--- src/rtl/fwd_sel_pipe.sv ---
// EX operand forwarding-select generator with load-use stall; tracks dest tags through ID/EX, EX/MEM, MEM/WB.
// Selects are registered (1 cycle after ID); stall is combinational and holds PC/IF-ID while a bubble enters ID/EX.
module fwd_sel_pipe #(
    parameter int REG_AW   = 5,
    parameter int ZERO_REG = 0
) (
    input  logic              clk,
    input  logic              rst,
    input  logic              id_valid,
    input  logic [REG_AW-1:0] id_rs,
    input  logic [REG_AW-1:0] id_rt,
    input  logic              id_uses_rs,
    input  logic              id_uses_rt,
    input  logic [REG_AW-1:0] id_dest,
    input  logic              id_reg_write,
    input  logic              id_mem_read,
    input  logic              id_alt_a,
    input  logic              id_alt_b,
    input  logic              flush,
    output logic              stall,
    output logic [1:0]        fwd_sel_a,
    output logic [1:0]        fwd_sel_b,
    output logic              ex_valid,
    output logic [REG_AW-1:0] wb_dest,
    output logic              wb_reg_write
);

    localparam logic [REG_AW-1:0] LP_ZERO = REG_AW'(ZERO_REG);

    typedef struct packed {
        logic              vld;
        logic [REG_AW-1:0] dest;
        logic              reg_write;
        logic              mem_read;
    } tag_t;

    tag_t       r_idex;
    tag_t       r_exmem;
    tag_t       r_memwb;
    logic [1:0] r_fwd_sel_a;
    logic [1:0] r_fwd_sel_b;

    logic       w_stall;
    logic       w_bubble;
    logic [1:0] w_sel_a;
    logic [1:0] w_sel_b;
    tag_t       w_id_tag;

    function automatic logic f_hit(input tag_t t, input logic [REG_AW-1:0] r);
        return t.vld & t.reg_write & (t.dest == r) & (r != LP_ZERO);
    endfunction

    function automatic logic [1:0] f_sel(input logic alt, input logic uses,
                                         input logic [REG_AW-1:0] r,
                                         input tag_t idex, input tag_t exmem);
        if (alt)                          return 2'd3;
        else if (uses && f_hit(idex, r))  return 2'd1;
        else if (uses && f_hit(exmem, r)) return 2'd2;
        else                              return 2'd0;
    endfunction

    // Reset gates the stall so a held consumer is released in the reset cycle itself.
    always_comb begin
        w_stall = !rst & id_valid & !flush & r_idex.vld & r_idex.mem_read &
                  (r_idex.dest != LP_ZERO) &
                  ((id_uses_rs & (id_rs == r_idex.dest)) |
                   (id_uses_rt & (id_rt == r_idex.dest)));
        w_bubble = w_stall | flush | !id_valid;
        w_sel_a  = f_sel(id_alt_a, id_uses_rs, id_rs, r_idex, r_exmem);
        w_sel_b  = f_sel(id_alt_b, id_uses_rt, id_rt, r_idex, r_exmem);
        w_id_tag = '{vld: 1'b1, dest: id_dest, reg_write: id_reg_write, mem_read: id_mem_read};
    end

    always_ff @(posedge clk) begin
        if (rst) begin
            r_idex      <= '0;
            r_exmem     <= '0;
            r_memwb     <= '0;
            r_fwd_sel_a <= 2'd0;
            r_fwd_sel_b <= 2'd0;
        end else begin
            r_memwb <= r_exmem;
            r_exmem <= r_idex;
            if (w_bubble) begin
                r_idex      <= '0;
                r_fwd_sel_a <= 2'd0;
                r_fwd_sel_b <= 2'd0;
            end else begin
                r_idex      <= w_id_tag;
                r_fwd_sel_a <= w_sel_a;
                r_fwd_sel_b <= w_sel_b;
            end
        end
    end

    assign stall        = w_stall;
    assign fwd_sel_a    = r_fwd_sel_a;
    assign fwd_sel_b    = r_fwd_sel_b;
    assign ex_valid     = r_idex.vld;
    assign wb_dest      = r_memwb.dest;
    assign wb_reg_write = r_memwb.vld & r_memwb.reg_write;

endmodule

--- config.mk ---
export PLATFORM = sky130hd
export DESIGN_NAME = fwd_sel_pipe
export DESIGN_NICKNAME = d
export VERILOG_FILES = /design/src/rtl/fwd_sel_pipe.sv
export SDC_FILE = /design/constraint.sdc
export NUM_CORES = 1
export LEC_CHECK = 0
export BUFFER_PORTS_ARGS = -buffer_cell sky130_fd_sc_hd__buf_2
export CORE_MARGIN = 2
export CORE_UTILIZATION = 28
export CTS_CLUSTER_DIAMETER = 60
export DETAILED_ROUTE_END_ITERATION = 10
export HOLD_SLACK_MARGIN = 0.05
export MAX_ROUTING_LAYER = met4
export PLACE_DENSITY_LB_ADDON = 0.2
export SLEW_MARGIN = 20
export SYNTH_ARGS = -nofsm -noshare
export SYNTH_HDL_FRONTEND = slang
export SYNTH_SLANG_ARGS = --single-unit
--- constraint.sdc ---
create_clock -name clk -period 2.59 [get_ports clk]
set_input_delay 0.518 -clock clk [delete_from_list [all_inputs] [get_ports clk]]
set_output_delay 0.518 -clock clk [all_outputs]
set_load 0.02 [all_outputs]
==> flow_summary.ini <==
[critical_path]
path_max_fanout = 3
crit_required_ns = 2.07
critPathKind = in -> out
end_kind = primary output
arrival_ns = 1.93
start_kind = input pin

[synthesis]
syn_inst = 107
netlist_area_mm2 = 0.00110
yosysTopAreaCell = dfxtp_1
synthTopCellsByArea = dfxtp_1, xnor2_1, nor2b_1
syn_avg_cell_area_um2 = 10.3
synth_top_cell_area_share = 0.472
yosysSeqAreaShare = 0.472
yosys_register_bits = 26
synth_cell_type_count = 23
yosysWarnings = 0
syn_nets = 132

[layout]
stdcell_count = 188
fillers = 384
drive_gt1_frac = 0.329
layout_common_cells = buf_2, dfxtp_1, nor2b_1
multiInputGateArea_um2 = 531
syn_to_final_growth_pct = 22.8
regArea_um2 = 520
fin_nets = 167
final_common_cell = buf_2
antenna_cells = 0

[placement]
place_ws_ns = 0.0505
placed_cells = 185
place.detailed.hpwl_mm = 1.82
gp_congestion = 0.880
port_buffers = 36

[sta]
clock.fmax_mhz = 409
whs_ns = 0.476
rsz0062_at_grt = false
timing.final.ws_setup_ns = 0.147
period_needed_ns = 2.44
post-route-period-util = 0.943
worstMarginPinSlew_ns = 0.311
setup_viol = 0
clock-skew-final_ns = 0.000627
tns_ns = 0
finalHoldViolations = 0
slew_viol_final = 0
maxSlewHeadroom = 0.791

[route]
drt-initial-drc-count = 10
drc = 0
wirelength_mm = 2.24
drtAntennaViolNets = 0
dr.pass1.iters = 2
wl_per_cell_um = 11.9
dr_total_vias = 828
viasPerCell = 4.40

[die]
die_w_um = 66.8
fp.dieH_um = 66.8
row_count = 22
ios = 37
initial_core_util = 0.297
die-area_mm2 = 0.00446
coreArea_mm2 = 0.00372

[clock_tree]
clock_latency_ns = 0.26
clockBufferDepth = 2
clock-sinks = 26
ctsHoldBuffers = 0
cts_tree = yes
clkTransAtPathRegs_ns = 0.08
cts-root-buf = clkbuf_8
cts_max_level = 1
cts_made_buffers = 3

[grt]
grt_util_met3 = 0.0253
met1_usage = 0.138
antenna_found_initial = 0
met2_usage = 0.188
grt_pass1_wl_mm = 3.64
busiest_layer = met2
grt_start_max_net_pins = 16
grt_pass1_vias = 818
grt_overflow = 0
track_usage = 0.114

[pwr]
p_leak_nw = 0.549
power_density_mw_per_mm2 = 521
power_w = 0.000706
ir_drop_mv = 0.228

[run_status]
status = finished, final reports clean

[flow_run]
drv_cap = 0

[hold_path]
hp-class = reg -> reg
-- through the flow --
stage | instance area (µm²) | util
CTS | 1340 | 0.362
global placement | 1300 | 0.351
floorplan | 1100 | -
finish | 1360 | 0.365
global route | 1360 | 0.365
detailed placement | 1300 | 0.351
-- final cells by class --
cell class,instances,area share
sequential,26,0.384
clock buffer,3,0.0305
tap,48,0.0443
timing repair buffer,38,0.144
inverter,2,0.00554
multi-input combinational,71,0.392
-- report_power, final --
group / internal, W / switching, W / total (W)
Combinational: 0.0000366 / 0.0000374 / 0.0000740
Sequential: 0.000408 / 0.00000596 / 0.000414
Clock: 0.000104 / 0.000115 / 0.000219
Total: 0.000548 / 0.000158 / 0.000706
-- cells by family (layout without fill, tap and decap cells) --
kind of cell	count (synthesis)	count (layout)	share of synthesized area
AO/OA/AOI/OAI	7	7	0.0658
AND/OR/NAND/NOR	44	44	0.246
flip-flops	26	26	0.472
buffers and inverters	10	43	0.0578
XOR/XNOR	20	20	0.159
-- cell usage after synthesis, drive strengths merged --
| cell type | instances |
|---|---|
| a2111oi | 1 |
| a211oi | 4 |
| and2 | 1 |
| buf | 6 |
| clkbuf | 2 |
| dfxtp | 26 |
| inv | 2 |
| nand2 | 2 |
| nand3 | 2 |
| nand4 | 4 |
| nor2 | 4 |
| nor2b | 14 |
| nor3 | 2 |
| nor3b | 7 |
| nor4 | 2 |
| o31ai | 2 |
| or3 | 2 |
| or3b | 1 |
| or4 | 3 |
| xnor2 | 12 |
| xor2 | 8 |
-- routing by layer --
metal	up-vias	part of all wire
li1	427	-
met1	377	0.45
met2	22	0.49
met3	2	0.058
met4	0	0.0058
met5	-	0
-- worst max-delay path: stages --
cell and delay (ns):
buf_2 0.12, xor2_1 0.16, nor4_2 0.33, nand3_2 0.17, a2111oi_4 0.40, buf_2 0.23
-- worst paths after layout --
check	startpoint	end	slack (ns)	cells after the start
worst min register to register	r_idex[1]$_SDFF_PP0_	r_exmem[1]$_SDFF_PP0_	0.48	1
worst max register to register	r_idex[6]$_SDFF_PP0_	fwd_sel_a[1]$_SDFF_PP0_	0.73	6
worst max-delay path	id_rt[4]	stall	0.15	6
worst min-delay path	r_idex[1]$_SDFF_PP0_	r_exmem[1]$_SDFF_PP0_	0.48	1
-- sequential cells by signal, summed over array words and instances, names as in the netlist --
name,count
ex_valid,1
fwd_sel_b,2
wb_dest,5
fwd_sel_a,2
r_idex,7
r_memwb,2
r_exmem,7
-- what timing repair did --
| action | CTS | global route |
|---|---|---|
| setup buffers | 0 | 0 |
| endpoints found under the setup margin | 0 | 1 |
| gates resized for setup | 0 | 2 |
Note: power is estimated with default switching activity, not from simulation.
